<file path="config.mk">
export PLATFORM = sky130hd
export DESIGN_NAME = sha256_padder
export DESIGN_NICKNAME = d
export VERILOG_FILES = /design/src/rtl/sha256_padder.sv
export SDC_FILE = /design/constraint.sdc
export NUM_CORES = 2
export LEC_CHECK = 0
export BUFFER_PORTS_ARGS = -buffer_cell sky130_fd_sc_hd__clkbuf_2
export CORE_UTILIZATION = 35
export CTS_BUF_LIST = sky130_fd_sc_hd__clkbuf_8 sky130_fd_sc_hd__clkbuf_16
export DETAILED_ROUTE_END_ITERATION = 10
export PLACE_DENSITY_LB_ADDON = 0.08
export SYNTH_ARGS = -nofsm -noshare
export SYNTH_HDL_FRONTEND = slang
export SYNTH_SLANG_ARGS = --single-unit
</file>
<file path="constraint.sdc">
create_clock -name clk -period 44.9 [get_ports clk]
set_clock_uncertainty 0.15 [all_clocks]
set_input_delay 0 -clock clk [delete_from_list [all_inputs] [get_ports clk]]
set_output_delay 0 -clock clk [all_outputs]
set_load 0.005 [all_outputs]
</file>
<file path="src/rtl/sha256_padder.sv">
// sha256_padder: builds padded 512-bit SHA-256 blocks from a 32-bit word stream (define SHA256_PADDER_LE_EN for byte-swapped input); ports: s_* word stream in, eng_ready_i/start_o/vec_o/final_o engine handshake, done_o end-of-message pulse
module sha256_padder #(
  parameter int LEN_W = 64
) (
  input  logic         clk,
  input  logic         rst,
  input  logic [31:0]  s_data,
  input  logic         s_valid,
  input  logic         s_last,
  input  logic [2:0]   s_bytes,
  output logic         s_ready,
  input  logic         eng_ready_i,
  output logic         start_o,
  output logic [511:0] vec_o,
  output logic         final_o,
  output logic         done_o
);
  typedef enum logic [2:0] {FILL, PAD, LEN, SEND, WAIT} state_t;
  state_t state;
  logic [4:0] widx;
  logic [3:0] wn;
  logic [LEN_W-1:0] cnt, add;
  logic busy_seen, second, pad80, full;
  logic [31:0] din, tail;
  logic [4:0] sh;
  logic [63:0] len;
`ifdef SHA256_PADDER_LE_EN
  assign din = {s_data[7:0], s_data[15:8], s_data[23:16], s_data[31:24]};
`else
  assign din = s_data;
`endif
  assign full = s_bytes[2];
  assign sh = {s_bytes[1:0], 3'b000};
  assign tail = (din & ~(32'hFFFFFFFF >> sh)) | (32'h80000000 >> sh);
  assign add = LEN_W'((s_last && !full) ? {s_bytes, 3'b000} : 6'd32);
  assign len = 64'(cnt);
  assign wn = widx[3:0] + 4'd1;
  always_ff @(posedge clk or posedge rst) begin
    if (rst) begin
      state <= FILL;
      widx <= '0;
      cnt <= '0;
      busy_seen <= 1'b0;
      second <= 1'b0;
      pad80 <= 1'b0;
      s_ready <= 1'b0;
      start_o <= 1'b0;
      vec_o <= '0;
      final_o <= 1'b0;
      done_o <= 1'b0;
    end else begin
      start_o <= 1'b0;
      done_o <= 1'b0;
      case (state)
        FILL: begin
          s_ready <= 1'b1;
          if (s_valid && s_ready) begin
            cnt <= cnt + add;
            if (!s_last) begin
              vec_o[{~widx[3:0], 5'b0} +: 32] <= din;
              widx <= widx + 5'd1;
              if (widx == 5'd15) begin
                s_ready <= 1'b0;
                state <= SEND;
              end
            end else begin
              s_ready <= 1'b0;
              if (!full) begin
                vec_o[{~widx[3:0], 5'b0} +: 32] <= tail;
                widx <= widx + 5'd1;
                state <= PAD;
              end else begin
                vec_o[{~widx[3:0], 5'b0} +: 32] <= din;
                if (widx == 5'd15) begin
                  // 0x80 word spills into word 0 of the next block
                  pad80 <= 1'b1;
                  second <= 1'b1;
                  state <= SEND;
                end else begin
                  vec_o[{~wn, 5'b0} +: 32] <= 32'h80000000;
                  widx <= widx + 5'd2;
                  state <= PAD;
                end
              end
            end
          end
        end
        PAD: begin
          if (widx == 5'd14) state <= LEN;
          else if (widx == 5'd16) begin
            // no room for the length: ship this block and pad another
            second <= 1'b1;
            state <= SEND;
          end else begin
            vec_o[{~widx[3:0], 5'b0} +: 32] <= 32'h0;
            widx <= widx + 5'd1;
          end
        end
        LEN: begin
          vec_o[63:0] <= len;
          final_o <= 1'b1;
          state <= SEND;
        end
        SEND: begin
          busy_seen <= 1'b0;
          if (eng_ready_i) begin
            start_o <= 1'b1;
            state <= WAIT;
          end
        end
        WAIT: begin
          if (!eng_ready_i) busy_seen <= 1'b1;
          else if (busy_seen) begin
            vec_o <= pad80 ? {32'h80000000, 480'b0} : '0;
            widx <= pad80 ? 5'd1 : 5'd0;
            pad80 <= 1'b0;
            if (final_o) begin
              done_o <= 1'b1;
              cnt <= '0;
              final_o <= 1'b0;
              s_ready <= 1'b1;
              state <= FILL;
            end else if (second) begin
              second <= 1'b0;
              state <= PAD;
            end else begin
              s_ready <= 1'b1;
              state <= FILL;
            end
          end
        end
        default: state <= FILL;
      endcase
    end
  end
endmodule
</file>
==> summary.md <==
| Metric | Value |
|---|---|
| Worst R2R Path Depth | 9 |
| Port Buffer Count | 555 |
| P&R area growth vs syn | 23.3% |
| CP Launch Type | register |
| Core ar. | 77500 µm² |
| Post-Synth Simple-Gate Area | 16.1% |
| Avg Inst Size Synth | 10.2 µm² |
| FF-to-FF setup slack | 39.97 ns |
| Starting Density | 35.4% |
| Final ANT Viol Nets | 0 |
| Adder-Cell Fraction of Synth Area | 0.621% |
| Primary FF master, synth | dfrtp_1 |
| Critical Path End Type | register |
| Post-Route WL | 133 mm |
| Largest net degree at the start of global routing | 145 |
| Clock Power Share | 26.1% |
| Arrival @ worst endpoint | 5.28 ns |
| FILL cells | 7579 |
| Total track usage | 32.7% |
| CTS root buf | clkbuf_16 |
| CTS tree | done |
| Fmax | 203 MHz |
| Internal power | 0.00117 W |
| Critical Path Source | widx[0]$_DFFE_PP0P_ |
| Yosys cell types | 107 |
| Critical path type | register to register |
| Post-CTS Setup Inserts | 0 |
| Area share of the largest cell type after synthesis | 53.7% |
| Switching Fraction | 43.7% |
| Worst slew pin tran | 1.33 ns |
| Initial drt markers | 3071 |
| Die span in y | 282 µm |
| Multiplexer share of the synthesized area | 0.301% |
| Cell Pwr Density | 61.6 nW/µm² |
| Final GP Congestion | 0.970 |
| Worst relative slew slack | 10.9% |
| Rows | 102 |
| Clk pin slew, worst setup/hold paths | 0.06 ns |
| Synth top area cells | dfrtp_1 (54%), a22o_1 (5.7%), nand2_1 (4.1%) |
| WL per Instance | 30.7 µm |
| CTS Sinks | 588 |
| GRT overflow | 0 |
| Fin crit share | 11.0% |
| Comb power frac | 39.6% |
| Initial antenna violation count | 4 |
| Number of flops mapped to enable cells by yosys | 0 |
| Main combinational cell family by area after synthesis | compound AO/OA/AOI/OAI gates |
| Syn_nets | 2750 |
| # Max-Cap Violations | 0 |
| Reg power frac | 34.3% |
| Post-Syn Area | 27400 µm² |
| First-pass GRT wire length | 187 mm |
| Worst hold start | s_data[21] |
| RSZ-0062 raised after global routing | false |
| Req. time, crit path | 45.26 ns |
| Die area | 79400 µm² |
| Setup TNS | 0 ns |
| Minimum clock period | 4.93 ns |
| Post-synth top area cell | dfrtp_1 |
| Vias per cell | 6.03 |
| Maximum VDD drop | 0.0311 mV |
| Net Sw Power | 0.000909 W |
| Post-synthesis compound-gate area fraction | 23.8% |
| Slew Viols, Final | 0 |
| CTS max path bufs | 3 |
| Post-route design area | 33800 µm² |
| I/O pins | 556 |
| Yosys reg bits | 588 |
| DRC | 0 |
| Fin. Hold Viols | 0 |
| Final setup viols | 0 |
| CTS H-tree depth | 3 |
| YS warnings | 0 |
| CTS buffer count | 70 |
| Clk_lat worst skew | 0.63 ns |
| Post-Synthesis Cells | 2697 |
| Fin cells | 4323 |
| FF-to-FF Start | widx[0]$_DFFE_PP0P_ |
| Cells after DPL | 4166 |
| Seq/Total Area, Yosys | 53.7% |
| Die W | 282 µm |
| Worst Hold Depth | 3 |
| Hold/Removal Path Class | input port to register |
| Xor and xnor area share after synthesis | 1.94% |
| Max Fanout on Critical Path | 51 |
| Drt pass-1 iters | 6 |
| Dpl cell area | 31300 µm² |
| Ratio of cells with drive above 1 in the final layout | 24.9% |
| Share of async-settable or async-resettable flops after synthesis | 100% |
| Vias | 26083 |
| Leak | 16.3 nW |
| Hpwl dp | 94.6 mm |
| Final #Nets | 3286 |
| Status | complete, no violations |
| Vias in the first global route | 24964 |
## metrics by stage
step | worst slack [ns] | utilization [%] | total power (W) | hold WS [ns]
finish | 39.97 | 43.6 | 0.00208 | 0.0553
global route | 39.82 | 43.6 | 0.00217 | 0.0467
CTS | 40.13 | 43.6 | 0.00207 | 0.0346
detailed placement | 40.14 | 40.4 | 0.00152 | 0.0799
global placement | 40.23 | 40.4 | 0.00151 | 0.0755
floorplan | 28.30 | - | 0.00115 | -0.0247
## power by group through the flow
stage	registers (W)	clock network, W	logic, W
floorplan	0.000701	0	0.000451
global placement	0.000717	0	0.000797
detailed placement	0.000720	0	0.000804
CTS	0.000712	0.000552	0.000809
global route	0.000725	0.000573	0.000872
finish	0.000714	0.000543	0.000825
## cell type report
class | instances | area, µm² | area share (%)
Tap cell | 1040 | 1300 | 3.85
Inverter | 36 | 143 | 0.422
Clock inverter | 43 | 285 | 0.844
Timing Repair Buffer | 659 | 3660 | 10.8
Clock buffer | 78 | 1870 | 5.54
Antenna cell | 1 | 2.50 | 0.00741
Sequential cell | 588 | 14700 | 43.5
Multi-Input combinational cell | 1878 | 11800 | 35.0
## synth_stat cells, types with 8 or more instances
cell and instances:
o2bb2ai_1 55, o211ai_1 22, and3_1 21, dfrtp_1 588, xnor2_1 16, buf_1 18, o21ai_0 83, ha_1 12
a221o_1 18, a22o_1 179, a32o_1 31, or3_1 19, and4_1 9, clkbuf_1 112, a32oi_1 15, nand4_1 35
a222oi_1 22, a21o_1 21, o22ai_1 26, o21a_1 8, nand2_1 299, a21oi_1 215, buf_2 55, a211o_1 13
and2_1 19, a31oi_1 26, nor3_1 64, nor2b_1 17, inv_1 34, o21ai_1 22, a22oi_1 35, nor2_1 227
xor2_1 36, nand2b_1 11, nand3_1 122
## cell usage in the layout, fill, tap and decap left out, types with 52 or more instances in the layout
master,count
buf_4,68
nand2_1,299
nor3_1,63
a21oi_1,215
clkbuf_2,555
a22o_1,179
o21ai_0,82
nand3_1,122
nor2_1,224
dfrtp_1,588
inv_1,52
o2bb2ai_1,55
clkbuf_16,71
## cell families after synthesis
family,after synthesis
flip-flops,588
AO/OA/AOI/OAI,885
AND/OR/NAND/NOR,917
buffers and inverters,231
adder cells (fa/ha/maj),13
XOR/XNOR,55
multiplexers,8
## state kept, by name, indices dropped and copies added, names as in the netlist
| register | cells |
|---|---|
| widx | 5 |
| pad80 | 1 |
| vec_o | 512 |
| cnt | 61 |
| done_o | 1 |
| start_o | 1 |
| s_ready | 1 |
| busy_seen | 1 |
| final_o | 1 |
| state | 3 |
| second | 1 |
## per-layer routing
| metal | routed length [µm] | track usage (%) |
|---|---|---|
| met4 | 4720 | 12.0 |
| met2 | 61700 | 51.9 |
| met5 | 0 | 0 |
| met3 | 13000 | 8.87 |
| met1 | 53500 | 42.7 |
## critical path: stages, from the launching register on
cell,delay (ns)
dfrtp_1,0.82
inv_1,0.20
ha_1,0.59
nor2b_4,0.21
buf_4,0.54
nand2_1,0.54
nor3_2,0.84
o22ai_1,0.36
a21boi_2,0.42
a21oi_1,0.08
## path summary, 6_finish.rpt
| kind | end |
|---|---|
| hold / removal | vec_o[405]$_DFFE_PP0P_ |
| min in group asynchronous | vec_o[508]$_DFFE_PP0P_ |
| max in group asynchronous | vec_o[32]$_DFFE_PP0P_ |
| hold reg to reg | vec_o[135]$_DFFE_PP0P_ |
| setup / recovery | vec_o[402]$_DFFE_PP0P_ |
| setup reg to reg | vec_o[402]$_DFFE_PP0P_ |
## timing repair
item / 4_1_cts / 5_1_grt
hold endpoints to repair: 363 / 0
hold buffers: 35 / 0
endpoints found under the setup margin: 0 / 0
resized for setup: 0 / 0
Note: power is estimated with default switching activity, not from simulation.
